==> src/rtl/fix_pkg.sv <==
// Shared constants and types for the FIX field assembly stage.
package fix_pkg;

    localparam logic [7:0] FIX_SOH = 8'h01;
    localparam logic [7:0] FIX_SEP = 8'h3D;
    localparam logic [7:0] ASCII_0 = 8'h30;
    localparam logic [7:0] ASCII_9 = 8'h39;

    // Field error flags, MSB first: {drop_prev, val_trunc, tag_ovf, tag_nondigit}
    typedef struct packed {
        logic drop_prev;
        logic val_trunc;
        logic tag_ovf;
        logic tag_nondigit;
    } field_err_t;

    typedef enum logic {
        S_TAG = 1'b0,
        S_VAL = 1'b1
    } fld_state_e;

endpackage

==> src/rtl/fix_fld_outreg.sv <==
// One-entry valid/ready holding register for completed field records.
// A record offered while the held one is stalled is dropped and counted.
module fix_fld_outreg
    import fix_pkg::*;
#(
    parameter int unsigned TAG_W = 16,
    parameter int unsigned LEN_W = 6,
    parameter int unsigned VAL_W = 256
) (
    input  logic             clk,
    input  logic             rst,
    input  logic             emit_i,
    input  logic [TAG_W-1:0] tag_i,
    input  logic [LEN_W-1:0] len_i,
    input  logic [VAL_W-1:0] val_i,
    input  field_err_t       err_i,
    input  logic             fld_ready_i,
    output logic             fld_valid_o,
    output logic [TAG_W-1:0] fld_tag_o,
    output logic [LEN_W-1:0] fld_len_o,
    output logic [VAL_W-1:0] fld_val_o,
    output logic [3:0]       fld_err_o,
    output logic [15:0]      drop_cnt_o
);

    logic             valid_q;
    logic [TAG_W-1:0] tag_q;
    logic [LEN_W-1:0] len_q;
    logic [VAL_W-1:0] val_q;
    field_err_t       err_q;
    logic [15:0]      drop_cnt_q;
    logic             drop_pend_q;
    logic             load;
    logic             drop;

    assign load = emit_i & (~valid_q | fld_ready_i);
    assign drop = emit_i & valid_q & ~fld_ready_i;

    // Holding register, drop counter and pending drop marker.
    always_ff @(posedge clk) begin
        if (rst) begin
            valid_q     <= 1'b0;
            tag_q       <= '0;
            len_q       <= '0;
            val_q       <= '0;
            err_q       <= '0;
            drop_cnt_q  <= '0;
            drop_pend_q <= 1'b0;
        end else begin
            if (load) begin
                valid_q         <= 1'b1;
                tag_q           <= tag_i;
                len_q           <= len_i;
                val_q           <= val_i;
                err_q           <= err_i;
                err_q.drop_prev <= drop_pend_q;
                drop_pend_q     <= 1'b0;
            end else if (valid_q && fld_ready_i) begin
                valid_q <= 1'b0;
            end
            if (drop) begin
                drop_pend_q <= 1'b1;
                if (drop_cnt_q != 16'hFFFF) begin
                    drop_cnt_q <= drop_cnt_q + 16'd1;
                end
            end
        end
    end

    assign fld_valid_o = valid_q;
    assign fld_tag_o   = tag_q;
    assign fld_len_o   = len_q;
    assign fld_val_o   = val_q;
    assign fld_err_o   = err_q;
    assign drop_cnt_o  = drop_cnt_q;

endmodule

==> src/rtl/fix_field_assembler.sv <==
// Builds {tag, len, value, err} field records from tokenizer strobes.
// Tag digits are accumulated to binary; value bytes are buffered up to MAX_VAL_LEN.
module fix_field_assembler
    import fix_pkg::*;
#(
    parameter int unsigned TAG_W       = 16,
    parameter int unsigned MAX_VAL_LEN = 32,
    parameter int unsigned LEN_W       = $clog2(MAX_VAL_LEN + 1)
) (
    input  logic                     clk,
    input  logic                     rst,
    input  logic [7:0]               data_i,
    input  logic                     tag_s_i,
    input  logic                     tag_e_i,
    input  logic                     value_s_i,
    input  logic                     value_e_i,
    output logic                     fld_valid_o,
    input  logic                     fld_ready_i,
    output logic [TAG_W-1:0]         fld_tag_o,
    output logic [LEN_W-1:0]         fld_len_o,
    output logic [8*MAX_VAL_LEN-1:0] fld_val_o,
    output logic [3:0]               fld_err_o,
    output logic [15:0]              drop_cnt_o
);

    localparam int unsigned ACC_W = TAG_W + 4;
    localparam int unsigned VAL_W = 8 * MAX_VAL_LEN;
    localparam logic [ACC_W-1:0] TAG_MAX = {4'b0000, {TAG_W{1'b1}}};

    fld_state_e       state_q;
    logic [ACC_W-1:0] acc_q;
    logic [LEN_W-1:0] len_q;
    logic [VAL_W-1:0] val_q;
    logic             nondigit_q;
    logic             ovf_q;
    logic             trunc_q;
    logic             seen_digit_q;

    logic             is_digit;
    logic [ACC_W-1:0] acc_mac;
    logic             len_full;
    logic [7:0]       val_byte;
    field_err_t       rec_err;

    // Headroom of 4 bits means acc*10+9 cannot wrap before the saturation test.
    assign is_digit = (data_i >= ASCII_0) && (data_i <= ASCII_9);
    assign acc_mac  = acc_q * ACC_W'(10) + ACC_W'(data_i - ASCII_0);
    assign len_full = (len_q == LEN_W'(MAX_VAL_LEN));
    // An '=' seen while in the value is a literal value byte.
    assign val_byte = tag_e_i ? FIX_SEP : data_i;

    // Record offered to the output stage on SOH; missing '=' counts as a bad tag.
    always_comb begin
        rec_err              = '0;
        rec_err.tag_nondigit = nondigit_q | (state_q == S_TAG);
        rec_err.tag_ovf      = ovf_q;
        rec_err.val_trunc    = trunc_q;
    end

    // Field parser: tag accumulation, value buffering, clear on SOH.
    always_ff @(posedge clk) begin
        if (rst || value_e_i) begin
            state_q      <= S_TAG;
            acc_q        <= '0;
            len_q        <= '0;
            val_q        <= '0;
            nondigit_q   <= 1'b0;
            ovf_q        <= 1'b0;
            trunc_q      <= 1'b0;
            seen_digit_q <= 1'b0;
        end else if (state_q == S_TAG) begin
            if (tag_e_i) begin
                state_q <= S_VAL;
                if (!seen_digit_q) begin
                    nondigit_q <= 1'b1;
                end
            end else if (tag_s_i) begin
                if (is_digit) begin
                    seen_digit_q <= 1'b1;
                    if (acc_mac > TAG_MAX) begin
                        acc_q <= TAG_MAX;
                        ovf_q <= 1'b1;
                    end else begin
                        acc_q <= acc_mac;
                    end
                end else begin
                    nondigit_q <= 1'b1;
                end
            end
        end else if (tag_e_i || value_s_i) begin
            if (!len_full) begin
                val_q <= val_q | (VAL_W'(val_byte) << {len_q, 3'b000});
                len_q <= len_q + LEN_W'(1);
            end else begin
                trunc_q <= 1'b1;
            end
        end
    end

    fix_fld_outreg #(
        .TAG_W (TAG_W),
        .LEN_W (LEN_W),
        .VAL_W (VAL_W)
    ) u_outreg (
        .clk         (clk),
        .rst         (rst),
        .emit_i      (value_e_i),
        .tag_i       (acc_q[TAG_W-1:0]),
        .len_i       (len_q),
        .val_i       (val_q),
        .err_i       (rec_err),
        .fld_ready_i (fld_ready_i),
        .fld_valid_o (fld_valid_o),
        .fld_tag_o   (fld_tag_o),
        .fld_len_o   (fld_len_o),
        .fld_val_o   (fld_val_o),
        .fld_err_o   (fld_err_o),
        .drop_cnt_o  (drop_cnt_o)
    );

endmodule

==> config.mk <==
export PLATFORM = sky130hd
export DESIGN_NAME = fix_field_assembler
export DESIGN_NICKNAME = d
export VERILOG_FILES = /design/src/rtl/fix_pkg.sv /design/src/rtl/fix_fld_outreg.sv /design/src/rtl/fix_field_assembler.sv
export SDC_FILE = /design/constraint.sdc
export NUM_CORES = 1
export LEC_CHECK = 0
export CAP_MARGIN = 20
export CORE_ASPECT_RATIO = 1.2
export CORE_UTILIZATION = 46
export CTS_CLUSTER_DIAMETER = 80
export CTS_CLUSTER_SIZE = 20
export DETAILED_ROUTE_END_ITERATION = 10
export GPL_TIMING_DRIVEN = 1
export PLACE_DENSITY = 0.79
export SLEW_MARGIN = 10
export SYNTH_ARGS = -nofsm -noshare
export SYNTH_HDL_FRONTEND = slang
export SYNTH_SLANG_ARGS = --single-unit
==> constraint.sdc <==
create_clock -name clk -period 11.6 [get_ports clk]
set_input_delay 2.32 -clock clk [delete_from_list [all_inputs] [get_ports clk]]
set_output_delay 2.32 -clock clk [all_outputs]
set_load 0.1 [all_outputs]
### Word-level counts from Yosys, hierarchy flattened

Cells that the tools add are included.

* equality and inequality tests: 4
* add/sub/neg operators: 4
* multiply operators: 1
* shift-type cells: 1
* reduce and logical (&&, ||, !) cells: 13
* $lt $le $gt $ge: 3
* bitwise operators: 11
* muxes and demuxes: 12

Operators by type and width (count)
* bitwise OR 256 bit: 1
* << shifter 8 x 9 -> 256 bit: 1
* adder 20 bit: 1
* > comparator 20 x 16 -> 1 bit (second input constant): 1
* multiplier 20 x 3 -> 19 bit (second input constant): 1
* 2-to-1 mux 20 bit: 1
* adder 16 x 1 -> 16 bit (second input constant): 1
* inequality test 16 bit (second input constant): 1
* 2-to-1 mux 1 bit: 10
* subtractor 8 x 6 -> 9 bit (second input constant): 1
* >= comparator 8 x 6 -> 1 bit (second input constant): 1
* less-or-equal comparator 8 x 6 -> 1 bit (second input constant): 1
* 2-to-1 mux 8 bit: 1
* AND reduction 4 bit: 2
* adder 6 x 1 -> 6 bit (second input constant): 1
* == test 6 bit (second input constant): 1
* AND reduction 3 bit: 2
* nonzero test 2 bit: 3
* inverter 1 bit: 5
* AND reduction 5 bit: 1
* inequality test 2 bit (second input constant): 2
* bitwise AND 1 bit: 3
* logical AND 1 bit: 2
* logical OR 1 bit: 2
* other kinds (2): 3

* output and inout port bits: 299
* word-level logic and storage cells: 67
* register bits after elaboration: 587

### Logic depth before layout (Yosys ltp)

Gate-level depths: netlist (run 1).

* depth in word-level cells: 5
* mapped depth: 20
* mapped depth without buffers: 18

### Cells and area by module

Synthesis (run 1) repeated with hierarchy kept, for this count alone.

* cell total of the unflattened synthesis: 2574
* area total of the unflattened synthesis: 21280.4 um2

By module, submodules not included
* fix_field_assembler: cells an instance 1244, area an instance 10845.4 um2, times used 1
* fix_fld_outreg: cells an instance 1330, area an instance 10435.0 um2, times used 1

### Least setup slack after synthesis (run 1)

Ideal clock, no wire load.

* path type: input-to-reg
* start: in data_i[4]
* end: reg acc_q[10]
* required time: 11.464 ns
* buffers on the path: 2
* stages on the path: 12
* arrival time: 5.567 ns
* setup slack: 5.896 ns
* path through: ha_1 > nor3_1 > ha_1 > buf_2 > a21oi_1 > o21ai_1 > o21ba_2 > a211o_2 > xor2_1 > nor3_4 > buf_6 > a31oi_1

* word-level cells in the longest chain between the ends: 4

Ends and longest elaborated chain
* from (decl): line fix_field_assembler.sv:12 `input logic [7:0] data_i,`
* subtractor 8 x 6 -> 9 bit: line fix_field_assembler.sv:47 `assign acc_mac = acc_q * ACC_W'(10) + ACC_W'(data_i - ASCII_0);`
* adder 20 bit: line fix_field_assembler.sv:47
* > comparator 20 x 16 -> 1 bit: line fix_field_assembler.sv:80 `if (acc_mac > TAG_MAX) begin`
* 2-to-1 mux 20 bit: line fix_field_assembler.sv:80
* to (signal assigned): line fix_field_assembler.sv:84 `acc_q <= acc_mac;`
* to (decl): line fix_field_assembler.sv:31 `logic [ACC_W-1:0] acc_q;`

Parallel ways exist; a longest one is shown, timed or not.
A chain may end at the register's enable or synchronous reset.

### Worst setup path after layout (run 1)

* start: in data_i[4]
* end: reg acc_q[5]

Same word-level chain as after synthesis.

==> flow_results.org, run 1 <==
** Logic synthesis
- Main flop type after synthesis :: dfxtp_1
- Cell count after synthesis :: 2562
- For this run, asynchronously set or reset flops after synthesis account for 0.
- Measured against the total synthesized area, the mux share comes to 0.003303.
- Of the post-synthesis cell area, the dominant cell type holds 0.5531.
- Synthesized area divided by synthesized cell count :: 8.279 um^2
- Leading post-synthesis cells by instance count :: 591 x nand2_1, 586 x dfxtp_1, 566 x a21oi_1, 350 x nor2_1, 156 x clkbuf_1
- Of the total synthesized cell area, the portion taken by full adders, half adders and majority gates is 0.03492.
- Yosys instantiated no cell more often than nand2_1.
- Synthesis instantiated 58 different standard cells from the library.
- Of the synthesized area, sequential elements account for 0.5531.
- Of the total synthesized cell area, the portion taken by XOR and XNOR cells is 0.01923.
- Synthesis produced a netlist with a net count of about 2600.
- Number of warning messages in the yosys log :: 0
- By area the synthesized netlist is led by dfxtp_1 55%, a21oi_1 13%, nand2_1 10%.
- Of the total synthesized cell area, the portion taken by AND, OR, NAND and NOR gates is 0.1891.
- EDFF count, synth :: 0
- The compound-gate portion of the synthesized area was 0.1688.
- Post-synthesis register bit count :: slightly below 600
- Netlist area before placement :: 21210 um^2
- Largest area contributor in the netlist :: dfxtp_1
- By area, the combinational part of the netlist is dominated by simple AND/OR/NAND/NOR gates.

** Clocking
- The clock reaches the later pin of the worst-skew pair after about 0.55 ns.
- Clock-pin slew was measured on the worst setup and hold paths at 0.08 ns.
- Clock tree synthesis inserted a total of 35 buffers.
- Clock sink count :: 586
- Post-cts resize count :: 0
- Post-CTS setup buffer count :: 0
- Clock root buffer :: clkbuf_16
- TritonCTS built the clock tree.
- For this design, the CTS-stage hold fixing added 0 buffers.
- No sink is reached through more buffers than the 3 on the longest clock path.
- CTS built an H-tree with a depth of 2.

** Finish
- Multi-input gate area in the final layout :: 8927 um^2
- The layout has 4000 filler cells.
- Registers take 11730 um^2.
- Antenna diode count :: 0
- Growth of design area from synthesis to finish :: 21.81%
- Of the cells placed in the final design, the portion with a size suffix greater than 1 is 0.04065.
- # nets final :: 2847

** Floorplan
- The floorplan has 85 rows.
- The die covers 46980 um^2.
- Count of pins on the block boundary :: 314
- Initial Util :: 0.4693
- After floorplanning, the core was sized to cover 45200 um^2.
- Die W :: about 200 um
- In this run the vertical extent of the chip is 237.2 um.

** STA
- Setup repair after global routing left no endpoint under its margin.
- Static timing analysis puts the maximum clock frequency at 186.6 MHz.
- The worst path needs 5.359 ns of the cycle, external delays included.
- Slew Limit Headroom :: 0.1939
- Final worst-path cycle share :: 0.4619
- Worst Tran Pin Value :: 1.208 ns
- Pins over their slew limit :: 0
- Number of hold violations in the final report :: 0
- Setup violations remaining at the end of the flow were counted as 0.
- The worst path meets setup with roughly 6.2 ns of slack.
- After routing, the total negative slack on setup checks comes to 0 ns.
- Worst Skew :: 0.01225 ns

** GRT
- In the global route stage, met1 resource usage came out at 0.3631.
- Antenna violations before repair :: 0
- In the global route stage, met3 resource usage came out at 0.04186.
- The first global-routing pass estimated 100.3 mm of wire.
- Maximum number of pins on one net before global-route repair :: 207
- Across every metal layer, demand over resource in global routing totals 0.2766.
- Busiest layer in global routing :: met2
- For met2 alone, demand over resource in global routing was 0.4513.
- For this run the aggregate overflow at the end of global routing stands at 0.
- The via count of the first global-routing pass is between 15000 and 20000.

** Power and ir drop
- Maximum vdd ir drop :: 0.1009 mV
- Of the total power, the share spent switching nets is 0.2316.
- Part of the total power dissipated in the clock network :: 0.366
- The analysis attributes to net switching a power of between 0.7 and 0.8 mW.
- Of the total power, registers draw 0.588.
- Power share of the combinational group :: 0.046
- Overall power of the completed layout :: 3.423 mW
- For this design the static power due to leakage is 8.873 nW.
- Cell internal power was estimated by the tool at 2.630 mW.
- Power spread over the standard cell area amounts to 132.5 nW/um^2.

** Setup path
- By instance count, the cell type seen most on the critical path is ha_1.
- Walking the worst path, the cells encountered are clkdlybuf4s50_1, ha_1, nor3_1, buf_4, ha_1, nand4_1, or3_1, o22ai_1, o31a_2, o211ai_1, nor3_4, a31oi_1.
- Capturing element type of the critical path :: flip-flop
- Highest cell delay on the worst timing path :: 0.52 ns
- Critical path data required time :: approximately 12 ns
- Critical setup path kind :: in -> reg
- Startpoint types :: input port
- Data arrival at the endpoint of the critical path :: 5.76 ns
- Max FO, Critical Path :: 16
- Critical path's slowest cell :: nor3_4

** Run
- The tool flagged a number of max-cap violations equal to 0.

** Routing
- Count of routing violations after the opening detailed-route iteration :: approximately 1500
- Number of nets still failing antenna checks after routing :: 0
- DR WL/cell :: 19.67 um
- After detailed routing, the number of vias per cell comes to around 5.5.
- Summing over every cut layer, the via total after detailed routing is roughly 19000.
- After detailed routing, the number of remaining DRC violations is 0.
- The final layout contains routed wiring with a total length of 66.66 mm.
- Number of detailed-routing iterations run before antenna repair :: 7

** Placement
- IO Port Bufs :: 313
- After legalization and detailed placement, the total HPWL measured 42.44 mm.
- Routability cong. :: 0.8395
- Worst slack after detailed placement :: approximately 5.7 ns

** Min path
- The path class of the tightest hold or removal check is reg -> reg.

** Run status
- The run finished with clean final reports.
[area by class of cell]
| cell class | count | area share |
|---|---|---|
| Inverter | 14 | 0.002034 |
| Multi-Input combinational cell | 1801 | 0.3455 |
| Timing Repair Buffer | 336 | 0.1306 |
| Sequential cell | 586 | 0.4540 |
| Clock inverter | 2 | 0.001114 |
| Tap cell | 609 | 0.02949 |
| Clock buffer | 41 | 0.03719 |
[registers in the layout, summed over array words and instances, names as in the netlist]
| signal | flops |
|---|---|
| seen_digit_q | 1 |
| u_outreg.fld_tag_o | 16 |
| u_outreg.fld_err_o | 4 |
| state_q | 1 |
| len_q | 6 |
| u_outreg.drop_cnt_o | 16 |
| u_outreg.fld_val_o | 256 |
| val_q | 256 |
| trunc_q | 1 |
| nondigit_q | 1 |
| u_outreg.fld_valid_o | 1 |
| u_outreg.fld_len_o | 6 |
| acc_q | 19 |
| ovf_q | 1 |
| u_outreg.drop_pend_q | 1 |
[layer usage]
layer,share of wire,up-vias
met2,0.47,706
met3,0.074,139
met1,0.41,9012
met4,0.042,0
met5,0,-
li1,-,8885
[path summary, 6_finish.rpt]
check	startpoint	to	cells after the start	slack, ns
max	data_i[4]	acc_q[5]$_SDFFE_PP0P_	12	6.24
min	val_q[105]$_SDFFE_PP0P_	u_outreg.fld_val_o[105]$_SDFFE_PP0P_	2	0.45
max reg2reg	acc_q[1]$_SDFFE_PP0P_	acc_q[5]$_SDFFE_PP0P_	17	6.58
min reg2reg	val_q[105]$_SDFFE_PP0P_	u_outreg.fld_val_o[105]$_SDFFE_PP0P_	2	0.45
[logic make-up after synthesis]
group           after synthesis
fa+ha+maj                    58
simple gates               1015
buf+inv                     175
mux                           7
compound gates              676
flops                       586
xor+xnor                     45
[power groups by stage]
stage / clock network [mW] / registers [mW] / logic (mW)
2_1_floorplan: 0 / 2.07 / 0.0975
3_3_place_gp: 0 / 2.06 / 0.153
3_5_place_dp: 0 / 2.06 / 0.155
4_1_cts: 1.27 / 2.01 / 0.155
5_1_grt: 1.34 / 2.01 / 0.169
6_report: 1.25 / 2.01 / 0.158
[metrics by stage]
step                      hold slack [ns]  utilization  std cells  area, um^2
after CTS                          0.4545       0.5704       3386       25780
after floorplan                    0.4316            -       2562       21210
after global placement             0.4362       0.5482       3342       24780
after global routing               0.4657       0.5716       3389       25840
final                              0.4509       0.5716       3389       25840
after detailed placement           0.4435       0.5485       3343       24790
[placed cells by master (no fill, tap or decap), types with 6 or more instances in the layout]
| cell type | netlist | final |
|---|---|---|
| a211oi_1 | 8 | 8 |
| a21o_1 | 11 | 11 |
| a21oi_1 | 566 | 566 |
| a31oi_1 | 17 | 17 |
| buf_4 | 0 | 17 |
| clkbuf_16 | 0 | 37 |
| clkdlybuf4s50_1 | 0 | 312 |
| dfxtp_1 | 586 | 586 |
| ha_1 | 56 | 56 |
| inv_1 | 14 | 14 |
| mux2i_1 | 7 | 7 |
| nand2_1 | 591 | 591 |
| nand3_1 | 9 | 9 |
| nand4_1 | 11 | 11 |
| nor2_1 | 350 | 322 |
| nor2_2 | 1 | 29 |
| nor4_1 | 6 | 6 |
| o21a_1 | 6 | 6 |
| o21ai_0 | 34 | 34 |
| xnor2_1 | 19 | 19 |
| xor2_1 | 25 | 25 |
[worst max-delay path, delay by kind of cell]
kind | cells | cell delay [ns]
AO/OA/AOI/OAI | 4 | 0.80
adder cells (fa/ha/maj) | 2 | 0.60
buffers and inverters | 2 | 0.76
AND/OR/NAND/NOR | 4 | 1.27
Power figures use the tool's default switching activity.
==> inputs of run 2 (changes only) <==
- PLACE_DENSITY: 0.79 -> 0.82
- clock period: 11.6 -> 4.5 ns (I/O delays scaled with it)
==> flow_results.org, run 2 (synthesized netlist as in run 1, its figures left out) <==
** STA
- Worst Skew :: 0.02011 ns (+0.007861 ns)
- Setup TNS :: 0 ns (unchanged)
- The worst path needs between 4 and 5 ns of the cycle, external delays included.
- The number of pins with negative max-slew slack in the final report was 0 (unchanged).
- Worst Tran Pin Value :: 1.132 ns (-0.07536 ns)
- Number of setup violations in the final report :: 0 (unchanged)
- Highest clock frequency the design can meet :: 232.2 MHz
- The final count of hold timing violations was 0 (unchanged).
- Dividing the final minimum period by the clock period gives 0.9570.
- Slew Limit Headroom :: 0.2426 (+0.04874)

** Routing
- Count of routing violations after the opening detailed-route iteration :: 1700 (+12%)
- Overall via count from detail_route :: 18920 (+0.96%)
- Number of detailed-routing iterations run before antenna repair :: 5 (-2)
- # DRC :: 0 (unchanged)
- The via density per instance is 5.541 (+0.19%).
- The routed wirelength normalized by instance count came to 19.75 um (+0.40%).
- Sum of routed wire length over all layers :: 67.44 mm (+1.2%)
- The number of nets with antenna violations after routing is 0 (unchanged).

** Setup path
- The worst setup path is captured at a flip-flop.
- The critical path is of the reg -> reg type.
- The data required time at the worst endpoint is 4.92 ns (-7.09 ns).
- Max FO, Critical Path :: 8 (-8)
- Number of cells on the worst reg-to-reg path :: 20 (+3)
- In this run the worst setup path begins at acc_q[3]$_SDFFE_PP0P_.
- Startpoint types :: flip-flop
- The worst register-to-register path begins at acc_q[3]$_SDFFE_PP0P_.
- Data arrival at the endpoint of the critical path :: 4.72 ns (-1.04 ns)

** Clocking
- The hold buffer count at cts came to 0 (unchanged).
- Register clock-pin slew on the reported worst setup and hold paths :: 0.09 ns (about the same)
- The tree is rooted in a clkbuf_16.
- CTS HTree Levels :: 2 (unchanged)
- Clock sink count :: 586 (unchanged)
- Number of buffers created by CTS :: 36 (+2.9%)
- Clk buf depth :: 3 (unchanged)
- Clock latency on the worst-skew pair :: 0.55 ns (about the same)
- TritonCTS built the clock tree.

** Floorplan
- The die outline height is 237.2 um (unchanged).
- Count of pins on the block boundary :: 314 (unchanged)
- Area of the core region :: 45200 um^2 (unchanged)
- Overall die area :: 46980 um^2 (unchanged)
- Initial Util :: 0.4693 (unchanged)
- The die span in x was 198.0 um (unchanged).
- The cell row count came to 85 (unchanged).

** Power and ir drop
- The reported net switching power was 2.077 mW (+160%).
- Maximum vdd ir drop :: 0.2509 mV (+150%)
- Part of the total power dissipated in the clock network :: 0.366 (about the same)
- PwrDens :: 337.4 nW/um^2 (+150%)
- Internal Power :: 6.807 mW (+160%)
- The combinational cell fraction of total power is 0.050 (+0.004).
- The proportion of power drawn by flip-flops and latches came to 0.584 (-0.004).
- Switching share of total power :: 0.2338 (+0.002182)
- The leakage power summed over all cells came to 9.051 nW (+2.0%).

** Run
- The number of max-cap violations was 0 (unchanged).

** GRT
- The via count of the first global-routing pass is 18010 (+3.3%).
- The all-layer global routing usage came to 0.2797 (+0.003171).
- First-pass GRT wire length :: 101.7 mm (+1.4%)
- The pin count of the biggest net entering global routing came to 155 (-25%).
- The sum of overflow across all layers after global routing came to 0 (unchanged).
- Antenna violations before repair :: 0 (unchanged)

** Finish
- Share of final-layout standard cells stronger than drive strength 1 :: 0.06094 (+0.02029)
- Most common library cell in the layout ignoring fill and taps :: nand2_1
- The final layout net count was 2874 (+0.95%).
- Antenna diode count :: 0 (unchanged)
- The area growth from synthesis to layout is 24.12%.
- Utilization after layout :: 0.5825 (+0.01082)
- Commonest cells after routing, fill and taps aside :: 591 x nand2_1, 580 x dfxtp_1, 562 x a21oi_1

** Placement
- The number of buffers added on ports was 313 (unchanged).
- Routability cong. :: 0.8830 (+5.2%)
- Final HPWL from detailed placement :: 44.48 mm (+4.8%)

** Min path
- The path class of the tightest hold or removal check is reg -> reg.
- Hold path start :: val_q[82]$_SDFFE_PP0P_
- Cell depth of the worst min-delay path :: 2 (unchanged)

** Run status
- The flow ran to the end, and the final reports show no timing, DRC or antenna violations.
[run 2: changes by cell type in the layout (fill, tap and decap cells not counted), sizes merged]
cell / before / now
buf: 24 / 49
clkinv: 0 / 2
bufinv: 0 / 1
clkbuf: 41 / 37
clkinvlp: 0 / 1
inv: 16 / 17
[run 2: path summary, 6_finish.rpt]
| kind | slack [ns] | end |
|---|---|---|
| setup reg to reg | 0.19 | acc_q[14]$_SDFFE_PP0P_ |
| hold / removal | 0.45 | u_outreg.fld_val_o[82]$_SDFFE_PP0P_ |
| setup / recovery | 0.19 | acc_q[14]$_SDFFE_PP0P_ |
| hold reg to reg | 0.45 | u_outreg.fld_val_o[82]$_SDFFE_PP0P_ |
[run 2: stage by stage]
step	instances	total power [mW]	cell area, um^2	hold slack [ns]	setup slack (ns)
final	3415	8.883	26330	0.4482	0.1934
after global placement	3366	5.735	25090	0.4356	0.09504
after detailed placement	3366	5.742	25090	0.4436	0.01728
after CTS	3409	8.914	26090	0.4485	0.04933
after global routing	3415	9.159	26330	0.4651	-0.01108
after floorplan	2562	5.583	21210	0.4316	0.2161
[run 2: final cells by class]
cell class	count	area [um^2]
fillers	3870	18870
flip-flops and latches	586	11740
multi-input cells	1801	9094
repair buffers	362	3677
clock buffers	36	900.9
well taps	609	762.0
clock inverters	7	96.34
inverters	14	52.55
[run 2: per-layer routing]
metal / vias to the layer above / part of all wire / track usage
met1: 8958 / 0.40 / 0.3593
met2: 839 / 0.47 / 0.4500
li1: 8933 / - / -
met5: - / 0 / 0
met3: 192 / 0.074 / 0.04171
met4: 0 / 0.060 / 0.1550
[run 2: power groups by stage]
stage | registers [mW] | clock network [mW] | logic [mW]
2_1_floorplan | 5.33 | 0 | 0.251
3_3_place_gp | 5.31 | 0 | 0.422
3_5_place_dp | 5.31 | 0 | 0.429
4_1_cts | 5.19 | 3.29 | 0.430
5_1_grt | 5.19 | 3.49 | 0.477
6_report | 5.19 | 3.25 | 0.447
[run 2: repair_timing]
item / 4_1_cts / 5_1_grt
gates resized for setup: 1 / 42
buffers inserted: 0 / 4
pin swaps: 0 / 14
cloned: 0 / 1
setup endpoints to repair: 3 / 17
[run 2: worst max-delay path: stages (launching register included)]
cell       delay, ns
dfxtp_4         0.37
ha_4            0.22
ha_4            0.16
fa_2            0.40
a21o_1          0.17
a21o_1          0.20
a21oi_2         0.17
nor2b_1         0.07
nor2_1          0.14
o21ai_1         0.09
xnor2_1         0.14
ha_1            0.31
buf_4           0.16
nand2_1         0.09
o21ai_2         0.08
o21ba_2         0.23
a211o_4         0.32
xor2_2          0.17
nor3_4          0.34
clkbuf_16       0.23
a31oi_1         0.08
==> inputs of run 3 (changes only) <==
- CTS_CLUSTER_SIZE: 20 -> 10
- PLACE_DENSITY: 0.82 -> 0.79
- clock period: 4.5 -> 4.1 ns (I/O delays scaled with it)
==> flow_results.org, run 3 (synthesized netlist as in run 1, its figures left out) <==
** Run status
- The flow ran to the end, but the final reports show violations.
- Violations in the final reports :: negative setup slack

** Floorplan
- Die W :: 198.0 um (unchanged)
- Initial Util :: 0.4693 (unchanged)
- Overall die area :: 46980 um^2 (unchanged)
- The die outline height came to 237.2 um (unchanged).
- Total number of placement rows :: 85 (unchanged)
- Area of the core region :: 45200 um^2 (unchanged)
- Count of pins on the block boundary :: 314 (unchanged)

** GRT
- The global-route wire length before repair was 105.7 mm (+3.9%).
- Final global-route overflow total :: 0 (unchanged)
- Antenna violations before repair :: 1 (+1)
- The layer flagged by global routing as most heavily used is met2.
- Number of global-route vias before repair :: 18350 (+1.9%)
- Met1 layer usage reported by global route :: 0.3741 (+0.01487)
- M3 GR Usage :: 0.05789 (+0.01617)
- Maximum number of pins on one net before global-route repair :: 194 (+25%)
- The global-route met2 utilization was 0.4730 (+0.02305).
- Aggregate global-route resource usage :: 0.2931 (+0.01336)

** Power and ir drop
- The switching power share of the total is 0.2298 (-0.003966).
- The power per cell area is 419.2 nW/um^2 (+24%).
- The combinational cell fraction of total power was 0.044 (-0.006).
- Register share of total power :: 0.497 (-0.087)
- Part of the total power dissipated in the clock network :: 0.459 (+0.093)
- The total internal power is 8.844 mW (+30%).
- Power dissipated by switching net loads :: 2.639 mW (+27%)
- The peak supply drop was 0.3037 mV (+21%).
- The leakage power summed over all cells came to 9.649 nW (+6.6%).

** Placement
- The number of buffers added on ports was 313 (unchanged).
- The HPWL after detailed placement came to 45.07 mm (+1.3%).
- The final RePlAce weighted congestion came to 0.9158 (+3.7%).
- The total placed instance area is 25340 um^2 (+1.0%).

** Routing
- The routed wirelength normalized by instance count is 19.97 um (+1.1%).
- The via density per instance came to 5.578 (+0.67%).
- Count of routing violations after the opening detailed-route iteration :: 1674 (-1.5%)
- # DRC :: 0 (unchanged)
- The total via count after detailed routing came to 19460 (+2.9%).
- The total wire length was 69.68 mm (+3.3%).
- Number of detailed-routing iterations run before antenna repair :: 7 (+2)
- Number of nets still failing antenna checks after routing :: 0 (unchanged)

** Finish
- Growth of design area from synthesis to finish :: 29.15%
- Final Cell Area :: 27390 um^2 (+4.0%)
- The fraction of layout instances using a drive strength above 1 is 0.08197 (+0.02103).
- # nets final :: 2946 (+2.5%)
- Commonest cells after routing, fill and taps aside :: 591 x nand2_1, 582 x dfxtp_1, 563 x a21oi_1
- Leaving out fill and tap cells, the most frequent cell in the layout is nand2_1.

** Clocking
- The clock network latency to the later pin of the worst-skew pair was 0.61 ns (+0.06 ns).
- Clk buf depth :: 3 (unchanged)
- Clock root buffer :: clkbuf_16
- The clock-pin transition on the worst setup and hold timing paths is 0.06 ns (-0.03 ns).
- The number of buffers created by CTS is 68 (+89%).
- Clock tree from TritonCTS :: done
- Clock sink count :: 586 (unchanged)
- Hold-fix buffer count after cts :: 0 (unchanged)
- The CTS H-tree depth was 3 (+1).

** STA
- The final count of hold timing violations came to 0 (unchanged).
- The worst hold slack across all endpoints was 0.4477 ns (-0.0005190 ns).
- Pins over their slew limit :: 0 (unchanged)
- The final worst clock skew was 0.02362 ns (+0.003513 ns).
- Setup repair after global routing could not meet its margin everywhere.
- Highest clock frequency the design can meet :: 231.9 MHz (-0.14%)
- Setup slack of the critical path after layout :: -0.2127 ns (-0.4061 ns)
- Final worst-path cycle share :: 1.052 (+0.09485)
- The setup violation total in the final timing report was 17 (+17).
- Worst Tran Pin Value :: 1.172 ns (+0.03954 ns)
- Time the final worst path needs with I/O delays and setup :: 4.313 ns (+0.006083 ns)
- Slew Limit Headroom :: 0.2186 (-0.02400)

** Run
- Max-cap violation count :: 0 (unchanged)

** Setup path
- The data required time at the worst endpoint was 4.56 ns (-0.36 ns).
- Max FO, Critical Path :: 8 (unchanged)
- STA classifies the critical path endpoint as a flip-flop.
- Critical setup path kind :: reg -> reg
- The data arrival time of the critical path is 4.77 ns (+0.05 ns).
- Startpoint types :: flip-flop

** Min path
- The tightest min-delay check is of the reg -> reg type.
run 3: cell count changes in the layout (fill, tap and decap cells not counted), moves of 2 or more:
cell	delta
buf_4	+39
clkbuf_16	+31
buf_6	+3
a21boi_1	+2
a21boi_2	-2
dfxtp_1	+2
o21ai_1	+2
run 3: worst max-delay path, stage by stage, from the launching register on:
cell and delay (ns):
dfxtp_4 0.36, buf_6 0.12, ha_4 0.15, ha_4 0.16, fa_2 0.35, a21o_1 0.19, a21o_1 0.20, a21oi_2 0.18
buf_4 0.13, o21ai_2 0.07, a31o_2 0.29, xor2_1 0.16, ha_1 0.33, buf_4 0.15, a211oi_1 0.21, nor2_1 0.12
nor4_2 0.18, a21oi_1 0.13, xnor3_2 0.27, nor3_4 0.17, buf_6 0.17, a31oi_1 0.09
run 3: final cells by class:
type,instances,area (um^2)
Tap cell,609,762.0
Inverter,14,52.55
Sequential cell,586,11740
Clock inverter,8,135.1
Timing Repair Buffer,402,3959
Antenna cell,1,2.502
Multi-Input combinational cell,1801,9041
Clock buffer,68,1702
Fill cell,3906,17810
run 3: stage by stage:
stage	setup WS, ns	util	cells	setup TNS, ns	total power [mW]
finish	-0.2127	0.6060	3489	-3.276	11.48
global placement	-0.2326	0.5607	3398	-3.827	6.307
global route	-0.4600	0.6060	3488	-7.206	11.78
floorplan	0.002968	-	2562	0	6.129
CTS	-0.1323	0.6056	3484	-1.809	11.54
detailed placement	-0.3145	0.5607	3398	-5.099	6.311
run 3: power by group through the flow:
stage | combinational, mW | sequential (mW) | clock (mW)
detailed placement | 0.480 | 5.83 | 0
global placement | 0.476 | 5.83 | 0
global route | 0.532 | 5.71 | 5.55
CTS | 0.502 | 5.71 | 5.33
finish | 0.501 | 5.71 | 5.27
floorplan | 0.277 | 5.85 | 0
run 3: per-layer routing:
metal	routed length [um]	share of wire	up-vias
met4	2928	0.042	2
met1	28450	0.41	9346
met3	5493	0.079	160
li1	-	-	9096
met2	32800	0.47	858
met5	13	0.00019	-
run 3: path summary, 6_finish.rpt:
| check | startpoint | to | slack, ns | depth (start not counted) |
|---|---|---|---|---|
| worst min register to register | val_q[41]$_SDFFE_PP0P_ | u_outreg.fld_val_o[41]$_SDFFE_PP0P_ | 0.45 | 2 |
| worst min-delay path | val_q[41]$_SDFFE_PP0P_ | u_outreg.fld_val_o[41]$_SDFFE_PP0P_ | 0.45 | 2 |
| worst max register to register | acc_q[2]$_SDFFE_PP0P_ | acc_q[13]$_SDFFE_PP0P_ | -0.21 | 21 |
| worst max-delay path | acc_q[2]$_SDFFE_PP0P_ | acc_q[13]$_SDFFE_PP0P_ | -0.21 | 21 |
run 3: what timing repair did:
item,CTS,global route
gates cloned,1,0
setup buffers,9,6
pin swaps,23,23
gates resized for setup,25,7
setup endpoints to repair,17,17
